## src/rtl/ps2_rx_ctrl.sv

```systemverilog
// PS/2 keyboard receiver: frame FSM on kbclk falling edges, E0/F0 prefix
// resolution, and a held make code for the two-digit hex display.
module ps2_rx_ctrl #(
    parameter int TIMEOUT = 50000,
    parameter int CNT_W   = 16
) (
    input  logic       clk,
    input  logic       rst,
    input  logic       kbclk,
    input  logic       kbdata,
    output logic [7:0] code,
    output logic       code_valid,
    output logic       brk,
    output logic       ext,
    output logic       err,
    output logic [3:0] disp_hi,
    output logic [3:0] disp_lo
);

    typedef enum logic [1:0] {IDLE, DATA, PARITY, STOP} state_t;

    state_t           state_q, state_d;
    logic [2:0]       bitcnt_q, bitcnt_d;
    logic [7:0]       shift_q, shift_d;
    logic             par_q, par_d;
    logic [CNT_W-1:0] tcnt_q, tcnt_d;
    logic             ext_pend_q, ext_pend_d;
    logic             brk_pend_q, brk_pend_d;
    logic [7:0]       code_q, code_d;
    logic             brk_q, brk_d;
    logic             ext_q, ext_d;
    logic             code_valid_q, code_valid_d;
    logic             err_q, err_d;
    logic [3:0]       disp_hi_q, disp_hi_d;
    logic [3:0]       disp_lo_q, disp_lo_d;
    logic             kb_q;
    logic             fall;
    logic             byte_done;

    assign fall = kb_q & ~kbclk;

    // Next-state: frame sequencing, timeout abort, prefix decode.
    always_comb begin
        state_d      = state_q;
        bitcnt_d     = bitcnt_q;
        shift_d      = shift_q;
        par_d        = par_q;
        tcnt_d       = tcnt_q + CNT_W'(1);
        ext_pend_d   = ext_pend_q;
        brk_pend_d   = brk_pend_q;
        code_d       = code_q;
        brk_d        = brk_q;
        ext_d        = ext_q;
        code_valid_d = 1'b0;
        err_d        = 1'b0;
        disp_hi_d    = disp_hi_q;
        disp_lo_d    = disp_lo_q;
        byte_done    = 1'b0;

        if (state_q == IDLE || fall) tcnt_d = '0;

        case (state_q)
            IDLE: begin
                // A high data line at a falling edge is a glitch, not a start bit.
                if (fall && !kbdata) begin
                    state_d  = DATA;
                    bitcnt_d = 3'd0;
                end
            end
            DATA: begin
                if (fall) begin
                    shift_d  = {kbdata, shift_q[7:1]};
                    bitcnt_d = bitcnt_q + 3'd1;
                    if (bitcnt_q == 3'd7) state_d = PARITY;
                end
            end
            PARITY: begin
                if (fall) begin
                    par_d   = kbdata;
                    state_d = STOP;
                end
            end
            STOP: begin
                if (fall) begin
                    state_d = IDLE;
                    if ((^{shift_q, par_q}) && kbdata) begin
                        byte_done = 1'b1;
                    end else begin
                        err_d      = 1'b1;
                        ext_pend_d = 1'b0;
                        brk_pend_d = 1'b0;
                    end
                end
            end
            default: state_d = IDLE;
        endcase

        // A falling edge on the timeout cycle keeps the frame alive.
        if (state_q != IDLE && !fall && tcnt_q == CNT_W'(TIMEOUT - 1)) begin
            state_d    = IDLE;
            tcnt_d     = '0;
            err_d      = 1'b1;
            ext_pend_d = 1'b0;
            brk_pend_d = 1'b0;
        end

        if (byte_done) begin
            if (shift_q == 8'hE0) begin
                ext_pend_d = 1'b1;
            end else if (shift_q == 8'hF0) begin
                brk_pend_d = 1'b1;
            end else begin
                code_d       = shift_q;
                brk_d        = brk_pend_q;
                ext_d        = ext_pend_q;
                code_valid_d = 1'b1;
                ext_pend_d   = 1'b0;
                brk_pend_d   = 1'b0;
                if (!brk_pend_q) begin
                    disp_hi_d = shift_q[7:4];
                    disp_lo_d = shift_q[3:0];
                end
            end
        end
    end

    // State registers with synchronous reset; kbclk sample resets high.
    always_ff @(posedge clk) begin
        if (rst) begin
            state_q      <= IDLE;
            bitcnt_q     <= '0;
            shift_q      <= '0;
            par_q        <= 1'b0;
            tcnt_q       <= '0;
            ext_pend_q   <= 1'b0;
            brk_pend_q   <= 1'b0;
            code_q       <= '0;
            brk_q        <= 1'b0;
            ext_q        <= 1'b0;
            code_valid_q <= 1'b0;
            err_q        <= 1'b0;
            disp_hi_q    <= '0;
            disp_lo_q    <= '0;
            kb_q         <= 1'b1;
        end else begin
            state_q      <= state_d;
            bitcnt_q     <= bitcnt_d;
            shift_q      <= shift_d;
            par_q        <= par_d;
            tcnt_q       <= tcnt_d;
            ext_pend_q   <= ext_pend_d;
            brk_pend_q   <= brk_pend_d;
            code_q       <= code_d;
            brk_q        <= brk_d;
            ext_q        <= ext_d;
            code_valid_q <= code_valid_d;
            err_q        <= err_d;
            disp_hi_q    <= disp_hi_d;
            disp_lo_q    <= disp_lo_d;
            kb_q         <= kbclk;
        end
    end

    assign code       = code_q;
    assign code_valid = code_valid_q;
    assign brk        = brk_q;
    assign ext        = ext_q;
    assign err        = err_q;
    assign disp_hi    = disp_hi_q;
    assign disp_lo    = disp_lo_q;

endmodule

```

## config.mk

```make
export PLATFORM = sky130hd
export DESIGN_NAME = ps2_rx_ctrl
export DESIGN_NICKNAME = d
export VERILOG_FILES = /design/src/rtl/ps2_rx_ctrl.sv
export SDC_FILE = /design/constraint.sdc
export NUM_CORES = 1
export LEC_CHECK = 0
export BUFFER_PORTS_ARGS = -buffer_cell sky130_fd_sc_hd__clkbuf_2
export CELL_PAD_IN_SITES_DETAIL_PLACEMENT = 0
export CELL_PAD_IN_SITES_GLOBAL_PLACEMENT = 1
export CORE_ASPECT_RATIO = 1.25
export CORE_UTILIZATION = 35
export CTS_CLUSTER_DIAMETER = 120
export DETAILED_ROUTE_END_ITERATION = 10
export GPL_TIMING_DRIVEN = 0
export PLACE_DENSITY = 0.61
export REMOVE_ABC_BUFFERS = 1
export SLEW_MARGIN = 20
export SYNTH_ARGS = -nofsm -noshare
export SYNTH_HDL_FRONTEND = slang
export SYNTH_SLANG_ARGS = --single-unit
```

## constraint.sdc

```tcl
create_clock -name clk -period 2.8 [get_ports clk]
set_input_delay 0.14 -clock clk [delete_from_list [all_inputs] [get_ports clk]]
set_output_delay 0.14 -clock clk [all_outputs]
set_load 0.05 [all_outputs]
```

-- Yosys cells after proc, flatten, opt, wreduce, memory -nomap -nowiden
Index checks and enable logic that the tools add are counted.
- register bits after elaboration: 53
- bits of input ports: 4
- add/subtract/negate cells: 2
- equal/unequal tests: 12
- muxes and demuxes: 31
- bitwise operators: 6
- reduce and logical (&&, ||, !) cells: 20
- operator list (kind ; number):
    two-way mux 1 bit ; 22
    adder 16 x 1 -> 16 bit (second input constant) ; 1
    == test 16 bit (second input constant) ; 1
    == test 8 bit (second input constant) ; 2
    two-way mux 2 bit ; 5
    XOR reduction 9 bit ; 1
    inequality test 2 bit (second input constant) ; 4
    one-hot mux 2 bit (4 select lines) ; 1
    two-way mux 3 bit ; 2
    one-hot mux 3 bit (2 select lines) ; 1
    AND reduction 3 bit ; 2
    OR reduction 3 bit ; 2
    inverter 1 bit ; 5
    AND reduction 5 bit ; 1
    == test 2 bit (second input constant) ; 2
    logical AND 1 bit ; 4
    AND reduction 2 bit ; 2
    AND reduction 4 bit ; 1
    nonzero test 2 bit ; 2
    adder 3 x 1 -> 3 bit (second input constant) ; 1
    == test 3 bit (second input constant) ; 1
    == test 2 x 1 -> 1 bit (second input constant) ; 1
    logical NOT 1 bit ; 2
    logical NOT 2 bit ; 1
    other kinds (4) ; 4

-- Depth between registers and ports, before layout
- depth after elaboration: 9
- depth in mapped cells: 7
- depth with buffers taken out: 7

-- Worst setup path before layout
No wires, ideal clock.
- kind: register to register
- start point: register shift_q[0]
- end point: register brk_q, in the netlist brk
- library setup time: 0.128 ns
- arrival: 1.718 ns
- setup slack: 0.955 ns
- stages on the path, launching flop included: 7
- buffers on the path: 1
- clock period less this slack: 1.845 ns
- cell sequence: dfxtp_1 xor2_1 xnor3_1 mux2i_4 buf_6 mux2i_1 nor2_1
- longest elaborated chain between the ends: 6
- elaborated cells on any way between the ends: 10
- those cells by class: eq/ne (2); mux (3); bitwise (2); reduce/logical (3)
- RTL lines (what ; RTL line ; source):
    start, declared ; 24 ; logic [7:0] shift_q, shift_d;
    start signal, assigned ; 148 ; shift_q <= shift_d;
    XOR reduction 9 bit ; 86 ; if ((^{shift_q, par_q}) && kbdata) begin
    logical AND 1 bit ; 86 ;
    two-way mux 1 bit ; 86 ;
    two-way mux 1 bit ; 84 ; if (fall) begin
    two-way mux 1 bit ; 62 ; case (state_q)
    AND reduction 3 bit (no source line) (*) ; -- ;
    end signal, assigned ; 154 ; brk_q <= brk_d;
    end, declared ; 30 ; logic brk_q, brk_d;
Mark *: on every way between the ends. The rest lies on a longest branch, timed or not.
A chain may end at the register's enable or synchronous reset.

-- Worst setup path after layout
- start point: register shift_q[3]
- end point: register disp_hi_q[3], in the netlist disp_hi[3]
- longest elaborated chain between the ends: 6
- elaborated cells on any way between the ends: 10
- those cells by class: eq/ne (2); mux (3); bitwise (2); reduce/logical (3)
- RTL lines (what ; RTL line ; source):
    XOR reduction 9 bit ; 86 ;
    logical AND 1 bit ; 86 ;
    two-way mux 1 bit ; 86 ;
    two-way mux 1 bit ; 84 ;
    two-way mux 1 bit ; 62 ;
    AND reduction 4 bit (no source line) (*) ; -- ;
    end signal, assigned ; 158 ; disp_hi_q <= disp_hi_d;
    end, declared ; 34 ; logic [3:0] disp_hi_q, disp_hi_d;
Marks and branches as above.

==> flow_summary.json <==
{
  "end_kind": "register",
  "leakage_nw": 1.01,
  "synthToLayoutAreaGrowth_pct": 11.5,
  "cts_buffers": 5,
  "reg2reg_depth": 5,
  "postSynthCellCount": 258,
  "cts_sinks": 53,
  "fin_crit_sh_pct": 78.3,
  "layout.nets": 288,
  "grt_start_max_net_pins": 45,
  "ant_nets": 0,
  "cts_hold_buf": 0,
  "dr.pass1.iters": 4,
  "coreArea_um2": 6610,
  "multi_input_area_um2": 1280,
  "cellPowerDensity_nw_per_um2": 545,
  "antenna_found_initial": 0,
  "peakVddDrop_v": 0.000220,
  "synth_edf_count": 0,
  "worstPathMaxFanout": 13,
  "h-tree-depth": 2,
  "synth_ff_type": "dfxtp_1",
  "initial_core_util_pct": 36.5,
  "grtUsageTotal_pct": 13.3,
  "hpwlAfterDp_mm": 3.09,
  "gr-total-overflow": 0,
  "hold_depth": 2,
  "wl_per_cell_um": 12.3,
  "skew_ps": 8.32,
  "layout_setup_ws_ps": 608,
  "io_buffers": 23,
  "num_vias": 1751,
  "path_clk_slew_ps": 90,
  "holdPathEnd": "kb_q$_SDFF_PP1_",
  "cts_root_buf": "clkbuf_8",
  "die_area_um2": 7220,
  "cts_setup_buffers": 0,
  "max_freq_mhz": 456,
  "setup_viol": 0,
  "synth-async-reset-ratio_pct": 0,
  "drive_gt1_share_pct": 12.9,
  "setup_tns_ps": 0,
  "fin_crit_ps": 2190,
  "boundaryPins": 24,
  "cp-start-kind": "register",
  "cap_violations": 0,
  "synth.avg_cell_area_um2": 9.34,
  "tightest_slew_ps": 781,
  "clk_latency_ps": 300,
  "row_count": 33,
  "drv_slew": 0,
  "ys_warn_count": 0,
  "gp_congestion": 0.748,
  "r2r-start": "shift_q[3]$_SDFFE_PP0P_",
  "grt_pass1_wl_mm": 7.63,
  "finalHoldViolations": 0,
  "cts_tree": "built",
  "critPathRequiredTime_ps": 3040,
  "clockBufferDepth": 2,
  "drtIter0Drc": 92,
  "wl_mm": 4.49,
  "min_path_type": "in -> reg",
  "synth_area_um2": 2410,
  "grt_pass1_vias": 1602,
  "ys_types": 43,
  "place_ws_ps": 457,
  "vias_per_cell": 4.80,
  "critPathKind": "reg -> reg",
  "min_from": "kbclk",
  "r2r-end": "disp_hi[3]$_SDFFE_PP0P_",
  "nFillCells": 689,
  "status": "complete, no violations",
  "layout_common_cells": "dfxtp_1 (53), nor2_1 (35), clkbuf_2 (23)",
  "post_cts_resized": 0,
  "drc": 0,
  "seqCellArea_um2": 1060,
  "seq_area_frac_synth_pct": 44.1,
  "r2r_slack_ps": 610,
  "die_w_um": 76.2,
  "n_antenna_cell": 0,
  "arrival_ps": 2430,
  "synth-seq-cells": 53,
  "die_h_um": 94.7,
  "worst_slew_margin_rel_pct": 47.9,
  "layout_commonest_cell": "dfxtp_1",
  "rsz0062_at_grt": "false"
}
## per-stage QoR
stage	instance area [µm²]	hold WS, ps	total power [mW]	util, %	cells
final	2690	78.1	1.46	40.7	365
after global routing	2690	73.3	1.55	40.7	365
after CTS	2680	49.1	1.49	40.6	365
after detailed placement	2580	371	1.02	39.1	357
after global placement	2580	378	1.02	39.1	357
after floorplan	2360	209	0.963	-	247
## metal layers
metal	up-vias	GRT usage (%)	part of all wire [%]	routed length, µm
li1	924	-	-	-
met1	800	15.3	46	2040
met2	21	24.2	51	2280
met3	6	2.32	2.4	109
met4	0	5.77	1.3	59
met5	-	0	0	0
## registers in the layout, indices dropped and copies added, names as in the netlist
register    flops
shift_q         8
kb_q            1
ext_pend_q      1
disp_lo         4
code            8
disp_hi         4
par_q           1
state_q         2
tcnt_q         16
brk_pend_q      1
code_valid      1
ext             1
bitcnt_q        3
brk             1
err             1
## worst max-delay path by stage
stage | startpoint | endpoint | slack [ps] | cells after the start
finish | shift_q[3]$_SDFFE_PP0P_ | disp_hi[3]$_SDFFE_PP0P_ | 610 | 5
global route | shift_q[3]$_SDFFE_PP0P_ | disp_hi[1]$_SDFFE_PP0P_ | 400 | 5
CTS | kb_q$_SDFF_PP1_ | bitcnt_q[2]$_SDFFE_PP0P_ | 450 | 5
detailed placement | kb_q$_SDFF_PP1_ | bitcnt_q[2]$_SDFFE_PP0P_ | 460 | 5
global placement | kb_q$_SDFF_PP1_ | bitcnt_q[1]$_SDFFE_PP0P_ | 470 | 5
floorplan | shift_q[3]$_SDFFE_PP0P_ | disp_hi[0]$_SDFFE_PP0P_ | 890 | 5
## worst max-delay path, stage by stage (launching register included)
cell and delay (ps):
dfxtp_1 470, xor3_1 500, a211oi_1 330, mux2i_4 260, nor2_4 350, mux2i_1 220
## kinds of logic after synthesis
kind of cell               count (synthesis)  share of synthesized area [%]
DFF                                       53                           44.1
xor gates and xnor gates                  17                           7.95
and+or+nand+nor                          111                           23.6
muxes                                     21                           9.30
adders and majority gates                  7                           3.64
AOI/OAI and AO/OA                         33                           8.57
buffers and inverters                     16                           2.86
## area by class of cell
cell class	count	share of cell area [%]
multi-input combinational	189	47.7
sequential	53	39.5
timing repair buffer	23	4.29
tap	87	4.05
clock buffer	7	3.59
inverter	5	0.699
clock inverter	1	0.186
## cell usage after synthesis (all sizes together) (4+ instances only)
cell type  instances  area, µm²
inv                5       18.8
clkbuf             8       30.0
ha                 7       87.6
a22oi              4       30.0
nand2b            19        119
dfxtp             53       1060
a21oi             16       80.1
nand2             19       71.3
xnor2             11       96.3
nor2              36        143
nand3             13       65.1
mux2i             20        213
## power by group
group / total, mW / switching (mW) / internal, mW
clock: 0.463 / 0.239 / 0.224
combinational: 0.208 / 0.133 / 0.0748
sequential: 0.793 / 0.0193 / 0.774
total: 1.46 / 0.391 / 1.07
No activity file was read; power rests on OpenSTA's default activity.
